`config.mk`:
```
export PLATFORM = sky130hd
export DESIGN_NAME = lfsr_period_mon_flat
export DESIGN_NICKNAME = d
export VERILOG_FILES = /design/src/rtl/lfsr_pkg.sv /design/src/rtl/lfsr_period_mon_if.sv /design/src/rtl/flop.sv /design/src/rtl/lfsr_period_mon.sv /design/src/flat_wrapper.sv
export SDC_FILE = /design/constraint.sdc
export NUM_CORES = 1
export LEC_CHECK = 0
export BUFFER_PORTS_ARGS = -buffer_cell sky130_fd_sc_hd__buf_4
export CAP_MARGIN = 20
export CORE_UTILIZATION = 45
export DETAILED_ROUTE_END_ITERATION = 7
export PLACE_DENSITY = 0.67
export SETUP_SLACK_MARGIN = 0.4
export SLEW_MARGIN = 25
export SYNTH_ARGS = -nofsm -noshare
export SYNTH_HDL_FRONTEND = slang
export SYNTH_HIERARCHICAL = 1
export SYNTH_SLANG_ARGS = --single-unit
```
`constraint.sdc`:
```
create_clock -name clk -period 7.1 [get_ports clk]
set_input_delay 0.355 -clock clk [delete_from_list [all_inputs] [get_ports clk]]
set_output_delay 0.355 -clock clk [all_outputs]
set_load 0.02 [all_outputs]
```
`src/rtl/lfsr_pkg.sv`:
```
// -----------------------------------------------------------------------------
// lfsr_pkg
// Shared definitions for the LFSR generator and its period monitor.
//   LFSR_WIDTH      : width of the LFSR state word
//   LFSR_MAX_PERIOD : default sample-count bound for the period monitor
//   lfsr_word_t     : one LFSR state word
//   pmon_state_t    : period monitor FSM states
// -----------------------------------------------------------------------------
package lfsr_pkg;

   localparam int LFSR_WIDTH      = 16;
   localparam int LFSR_MAX_PERIOD = 2 ** LFSR_WIDTH;

   typedef logic [LFSR_WIDTH-1:0] lfsr_word_t;

   typedef enum logic [1:0] {
      IDLE  = 2'd0,
      ARM   = 2'd1,
      COUNT = 2'd2,
      DONE  = 2'd3
   } pmon_state_t;

endpackage : lfsr_pkg

```
`src/rtl/lfsr_period_mon_if.sv`:
```
// -----------------------------------------------------------------------------
// lfsr_period_mon_if
// Command/sample/result bundle of the LFSR period monitor.
//   start, valid_in, lfsr_in           : driven by the master (controller/LFSR)
//   busy, done, period, lockup, timeout : driven by the slave (monitor)
// -----------------------------------------------------------------------------
interface lfsr_period_mon_if
   import lfsr_pkg::*;
#(
   parameter int WIDTH = LFSR_WIDTH,
   parameter int CNT_W = $clog2(LFSR_MAX_PERIOD + 1)
);
   logic             start;
   logic             valid_in;
   logic [WIDTH-1:0] lfsr_in;
   logic             busy;
   logic             done;
   logic [CNT_W-1:0] period;
   logic             lockup;
   logic             timeout;

   modport master (
      output start, valid_in, lfsr_in,
      input  busy, done, period, lockup, timeout
   );

   modport slave (
      input  start, valid_in, lfsr_in,
      output busy, done, period, lockup, timeout
   );
endinterface : lfsr_period_mon_if

```
`src/rtl/flop.sv`:
```
// -----------------------------------------------------------------------------
// flop
// Plain WIDTH-bit register with synchronous active-high reset to zero.
//   clk   : clock
//   reset : synchronous reset, active high
//   d_i   : next value
//   q_o   : registered value
// -----------------------------------------------------------------------------
module flop #(
   parameter int WIDTH = 16
) (
   input  logic             clk,
   input  logic             reset,
   input  logic [WIDTH-1:0] d_i,
   output logic [WIDTH-1:0] q_o
);

   // Register with synchronous clear.
   always_ff @(posedge clk) begin
      if (reset) begin
         q_o <= {WIDTH{1'b0}};
      end else begin
         q_o <= d_i;
      end
   end

endmodule : flop

```
`src/rtl/lfsr_period_mon.sv`:
```
// -----------------------------------------------------------------------------
// lfsr_period_mon
// Measures the period of an LFSR sample stream. On start, the first valid
// sample becomes the reference; valid samples are then counted until the
// reference recurs. Also flags an all-zero (lockup) sample and a missing
// repeat within MAX_PERIOD samples (timeout).
//   clk   : clock, rising edge
//   reset : synchronous reset, active high
//   bus   : slave side of lfsr_period_mon_if
//           start/valid_in/lfsr_in in; busy/done/period/lockup/timeout out
// -----------------------------------------------------------------------------
module lfsr_period_mon
   import lfsr_pkg::*;
#(
   parameter int WIDTH      = LFSR_WIDTH,
   parameter int MAX_PERIOD = 2 ** WIDTH,
   parameter int CNT_W      = $clog2(MAX_PERIOD + 1)
) (
   input  logic               clk,
   input  logic               reset,
   lfsr_period_mon_if.slave   bus
);

   pmon_state_t      state_q, state_d;
   logic [CNT_W-1:0] cnt_q, cnt_d;
   logic [CNT_W-1:0] cnt_n_s;
   logic             busy_q, busy_d;
   logic             done_q, done_d;
   logic [CNT_W-1:0] period_q, period_d;
   logic             lockup_q, lockup_d;
   logic             timeout_q, timeout_d;
   logic [WIDTH-1:0] ref_q, ref_d;
   logic             ref_load_s;
   logic             zero_s;
   logic             match_s;

   // Reference word register; holds its value unless the ARM state loads it.
   flop #(.WIDTH(WIDTH)) u_ref_flop (
      .clk   (clk),
      .reset (reset),
      .d_i   (ref_d),
      .q_o   (ref_q)
   );

   assign ref_d   = ref_load_s ? bus.lfsr_in : ref_q;
   assign cnt_n_s = cnt_q + {{(CNT_W-1){1'b0}}, 1'b1};
   assign zero_s  = (bus.lfsr_in == {WIDTH{1'b0}});
   assign match_s = (bus.lfsr_in == ref_q);

   // Next-state, counter and result logic.
   always_comb begin
      state_d    = state_q;
      cnt_d      = cnt_q;
      busy_d     = busy_q;
      done_d     = done_q;
      period_d   = period_q;
      lockup_d   = lockup_q;
      timeout_d  = timeout_q;
      ref_load_s = 1'b0;

      case (state_q)
         IDLE: begin
            done_d    = 1'b0;
            period_d  = {CNT_W{1'b0}};
            lockup_d  = 1'b0;
            timeout_d = 1'b0;
            if (bus.start) begin
               state_d = ARM;
               busy_d  = 1'b1;
            end else begin
               state_d = IDLE;
            end
         end

         ARM: begin
            if (bus.valid_in) begin
               ref_load_s = 1'b1;
               cnt_d      = {CNT_W{1'b0}};
               if (zero_s) begin
                  // Reference itself is the lockup word: nothing to count.
                  state_d  = DONE;
                  busy_d   = 1'b0;
                  done_d   = 1'b1;
                  lockup_d = 1'b1;
                  period_d = {CNT_W{1'b0}};
               end else begin
                  state_d = COUNT;
               end
            end else begin
               state_d = ARM;
            end
         end

         COUNT: begin
            if (bus.valid_in) begin
               // Priority: lockup, then match, then timeout.
               if (zero_s) begin
                  state_d  = DONE;
                  busy_d   = 1'b0;
                  done_d   = 1'b1;
                  lockup_d = 1'b1;
                  period_d = {CNT_W{1'b0}};
               end else if (match_s) begin
                  state_d  = DONE;
                  busy_d   = 1'b0;
                  done_d   = 1'b1;
                  period_d = cnt_n_s;
               end else if (cnt_n_s == CNT_W'(MAX_PERIOD)) begin
                  state_d   = DONE;
                  busy_d    = 1'b0;
                  done_d    = 1'b1;
                  timeout_d = 1'b1;
                  period_d  = CNT_W'(MAX_PERIOD);
               end else begin
                  cnt_d = cnt_n_s;
               end
            end else begin
               state_d = COUNT;
            end
         end

         DONE: begin
            if (bus.start) begin
               // Restart clears the previous result on the same edge.
               state_d   = ARM;
               busy_d    = 1'b1;
               done_d    = 1'b0;
               period_d  = {CNT_W{1'b0}};
               lockup_d  = 1'b0;
               timeout_d = 1'b0;
            end else begin
               state_d = DONE;
            end
         end

         default: begin
            state_d   = IDLE;
            busy_d    = 1'b0;
            done_d    = 1'b0;
            period_d  = {CNT_W{1'b0}};
            lockup_d  = 1'b0;
            timeout_d = 1'b0;
         end
      endcase
   end

   // State, counter and registered outputs with synchronous reset.
   always_ff @(posedge clk) begin
      if (reset) begin
         state_q   <= IDLE;
         cnt_q     <= {CNT_W{1'b0}};
         busy_q    <= 1'b0;
         done_q    <= 1'b0;
         period_q  <= {CNT_W{1'b0}};
         lockup_q  <= 1'b0;
         timeout_q <= 1'b0;
      end else begin
         state_q   <= state_d;
         cnt_q     <= cnt_d;
         busy_q    <= busy_d;
         done_q    <= done_d;
         period_q  <= period_d;
         lockup_q  <= lockup_d;
         timeout_q <= timeout_d;
      end
   end

   assign bus.busy    = busy_q;
   assign bus.done    = done_q;
   assign bus.period  = period_q;
   assign bus.lockup  = lockup_q;
   assign bus.timeout = timeout_q;

endmodule : lfsr_period_mon

```
`src/flat_wrapper.sv`:
```
// flat-port wrapper written by rule: the top's interface ports become plain ports
module lfsr_period_mon_flat import lfsr_pkg::*;
#(
   parameter int WIDTH      = LFSR_WIDTH,
   parameter int MAX_PERIOD = 2 ** WIDTH,
   parameter int CNT_W      = $clog2(MAX_PERIOD + 1)
)
  (clk, reset, bus_start, bus_valid_in, bus_lfsr_in, bus_busy, bus_done, bus_period, bus_lockup, bus_timeout);
  lfsr_period_mon_if #(.WIDTH(WIDTH), .CNT_W(CNT_W)) bus_i ();
  input  logic clk;
  input  logic reset;
  input wire logic [$bits(bus_i.start)-1:0] bus_start;
  input wire logic [$bits(bus_i.valid_in)-1:0] bus_valid_in;
  input wire logic [$bits(bus_i.lfsr_in)-1:0] bus_lfsr_in;
  output wire logic [$bits(bus_i.busy)-1:0] bus_busy;
  output wire logic [$bits(bus_i.done)-1:0] bus_done;
  output wire logic [$bits(bus_i.period)-1:0] bus_period;
  output wire logic [$bits(bus_i.lockup)-1:0] bus_lockup;
  output wire logic [$bits(bus_i.timeout)-1:0] bus_timeout;
  assign bus_i.start = bus_start;
  assign bus_i.valid_in = bus_valid_in;
  assign bus_i.lfsr_in = bus_lfsr_in;
  assign bus_busy = bus_i.busy;
  assign bus_done = bus_i.done;
  assign bus_period = bus_i.period;
  assign bus_lockup = bus_i.lockup;
  assign bus_timeout = bus_i.timeout;
  lfsr_period_mon #(.WIDTH(WIDTH), .MAX_PERIOD(MAX_PERIOD), .CNT_W(CNT_W)) u_core (.clk(clk), .reset(reset), .bus(bus_i));
endmodule
```
==> out/metrics.csv <==
stage,metric,value,unit
run_status,outcome,finished clean,
clocking,cts_tree,yes,
cells_and_area,multi_input_area,1960,µm²
critical_path,worstSetupPathType,flip-flop to flip-flop,
place,io_buffers,40,
synth,synth_area_leader_cell,dfxtp_1,
timing,finalSetupViolCount,0,
cells_and_area,fill_cells,677,
run,max_cap_violations,0,
timing,hold_viol_final,0,
critical_path,arrival,3670,ps
synth,synthTopCellsByArea,"dfxtp_1 (34%), mux2_2 (8.6%), xor2_1 (6.4%), nor2b_1 (3.5%), nand2_1 (2.4%)",
clocking,cts.reportedPaths.clkPinSlew,100,ps
die,die_w,87.1,µm
critical_path,worstRegToRegCells,8,
global_route,grt_pass1_vias,2333,
detailed_routing,detail-route-antenna-nets,0,
synth,ys.warnings.count,6,
power,p_leak,0.00146,µW
critical_path,cp_max_fo,18,
global_route,grt_first_pass_wirelength,11.2,mm
synth,synth_top_area_share,0.344,
clocking,cts-buffers-inserted,5,
timing,tightest_slew,965,ps
global_route,grt_max_degree,49,
synth,synth_common_cells,"dfxtp_1 (56), mux2_2 (25), xor2_1 (24), nand2_1 (21)",
cells_and_area,finish.utilization,0.523,
timing,rsz0062_at_grt,no,
critical_path,end_kind,flip-flop,
timing,fin_crit,3460,ps
cells_and_area,syn2layout_area_growth,10.7,%
die,fp.dieArea,7590,µm²
synth,yosysUniqueCellTypes,59,
synth,synth_edf_count,0,
synth,synth.most_common_cell,dfxtp_1,
timing,finalMaxSlewViolations,0,
timing,min_period_over_period,0.488,
critical_path,path_delay_family,compound AO/OA/AOI/OAI gates,
clocking,cts_setup_buffers,0,
detailed_routing,dr.first_iter.drc_count,107,
synth,synth_nets,365,
die,core,6910,µm²
global_route,antenna_found_initial,0,
place,hpwlAfterDp,4.55,mm
timing,tns,0,ps
clocking,cts_resized,0,
power,power_density,155,nW/µm²
cells_and_area,nets,388,
min_path,hold_path_class,primary input to flip-flop,
detailed_routing,num_vias,2502,
synth,synth_area,3260,µm²
synth,synth_ff_type,dfxtp_1,
timing,skew,5.96,ps
global_route,grt_remaining_overflow,0,
clocking,hold_buffers,0,
die,row_count,30,
timing,timing.slew.headroom,0.357,
detailed_routing,route.detailed.drc,0,
critical_path,crit_slowest_cell,a31o_1,
cells_and_area,register_area,1120,µm²
clocking,clk_latency,310,ps
min_path,min_path_cells,3,
detailed_routing,viasPerCell,5.45,
critical_path,cp_num_buf_inv,0,
die,initial_core_util,0.472,
cells_and_area,n_antenna_cell,0,
detailed_routing,wl_per_cell,14.2,µm
synth,synthCells,339,
critical_path,cp_data_required_time,7310,ps
power,vdd_ir_drop_max,0.0000753,V
synth,async_reset_ff_frac,0,
synth,yosysSeqAreaShare,0.344,
detailed_routing,drt_first_pass_iters,4,
clocking,cts.sinks,56,
clocking,clockBufferDepth,2,
clocking,cts-root-buf,clkbuf_8,
place,pre_cts_ws,3660,ps
cells_and_area,drive_gt1_frac,0.281,
critical_path,critical_path.cell_chain,ha_1 > nand3_1 > nor4_2 > xor2_1 > a2111oi_2 > and2_1 > a31o_1 > mux2_2,
timing,max_freq,0.289,GHz
critical_path,cp_slowest_stage_delay,790,ps
detailed_routing,routed_wl,6.51,mm
critical_path,cp-start-kind,flip-flop,
synth,ys_seq_elements,56,
clocking,h-tree-depth,2,
timing,finalWorstSetupSlack,3640,ps
critical_path,crit_cells,8,
die,ios,41,
die,dieHeight,87.1,µm
place,gp_congestion,0.841,
global_route,grt_use_total,0.187,
synth,avgSynthCellArea,9.61,µm²
[layout by cell type, fill, tap and decap left out, drive strengths merged, types with 10 or more instances in the layout]
cell type / instances
mux2: 30
nor2: 18
xor2: 24
buf: 40
nand2: 21
nor2b: 25
dfxtp: 56
nor3: 10
nor4: 10
nand4: 10
[final cells by class]
cell class / count / area share
Timing Repair Buffer: 40 / 0.0832
Clock buffer: 6 / 0.0201
Tap cell: 96 / 0.0333
Multi-Input combinational cell: 253 / 0.542
Inverter: 6 / 0.00624
Clock inverter: 2 / 0.00451
Sequential cell: 56 / 0.311
[metrics by stage]
step           cells  hold WS (ps)  power, µW  area, µm²
2_1_floorplan    339           452        372       3260
3_3_place_gp     451           458        389       3520
3_5_place_dp     451           450        390       3520
4_1_cts          459           392        567       3610
5_1_grt          459           397        588       3610
6_report         459           393        559       3610
[worst paths after layout]
kind,startpoint,endpoint,slack [ps]
worst max-delay path,u_core/cnt_q[0],u_core/bus.period[2],3640
worst min-delay path,bus_lfsr_in[8],u_core/u_ref_flop/q_o[8],390
worst max register to register,u_core/cnt_q[0],u_core/bus.period[2],3640
worst min register to register,u_core/bus.period[13],u_core/bus.period[13],470
[routing by layer]
metal | global-route usage | share of wire | up-vias
met3 | 0.0341 | 0.042 | 7
met4 | 0.0700 | 0.018 | 0
li1 | - | - | 1262
met1 | 0.261 | 0.51 | 1172
met2 | 0.286 | 0.43 | 61
met5 | 0 | 0 | -
[where the power goes]
part | internal, µW | switching, µW
combinational | 29.0 | 31.9
clock | 70.5 | 107
sequential | 319 | 2.84
total | 418 | 141
[state kept, by name, indices dropped and copies added (netlist names)]
name / flops
u_core/bus.busy: 1
u_core/bus.done: 1
u_core/bus.lockup: 1
u_core/bus.period: 17
u_core/bus.timeout: 1
u_core/cnt_q: 17
u_core/state_q: 2
u_core/u_ref_flop/q_o: 16
[worst register-to-register path, stage by stage, from the launching register on]
cell and delay (ps):
dfxtp_1 490, ha_1 300, nand3_1 210, nor4_2 310, xor2_1 170, a2111oi_2 460, and2_1 220, a31o_1 790
mux2_2 420
[cells by family (layout without fill, tap and decap cells)]
| group | count (synthesis) | in the layout | share of synthesized area |
|---|---|---|---|
| AO/OA/AOI/OAI | 47 | 47 | 0.125 |
| AND/OR/NAND/NOR | 134 | 134 | 0.244 |
| XOR/XNOR | 31 | 31 | 0.0833 |
| adder cells (fa/ha/maj) | 6 | 6 | 0.0230 |
| flip-flops | 56 | 56 | 0.344 |
| buffers and inverters | 30 | 54 | 0.0557 |
| multiplexers | 35 | 35 | 0.125 |
(Power assumes the default switching activity.)
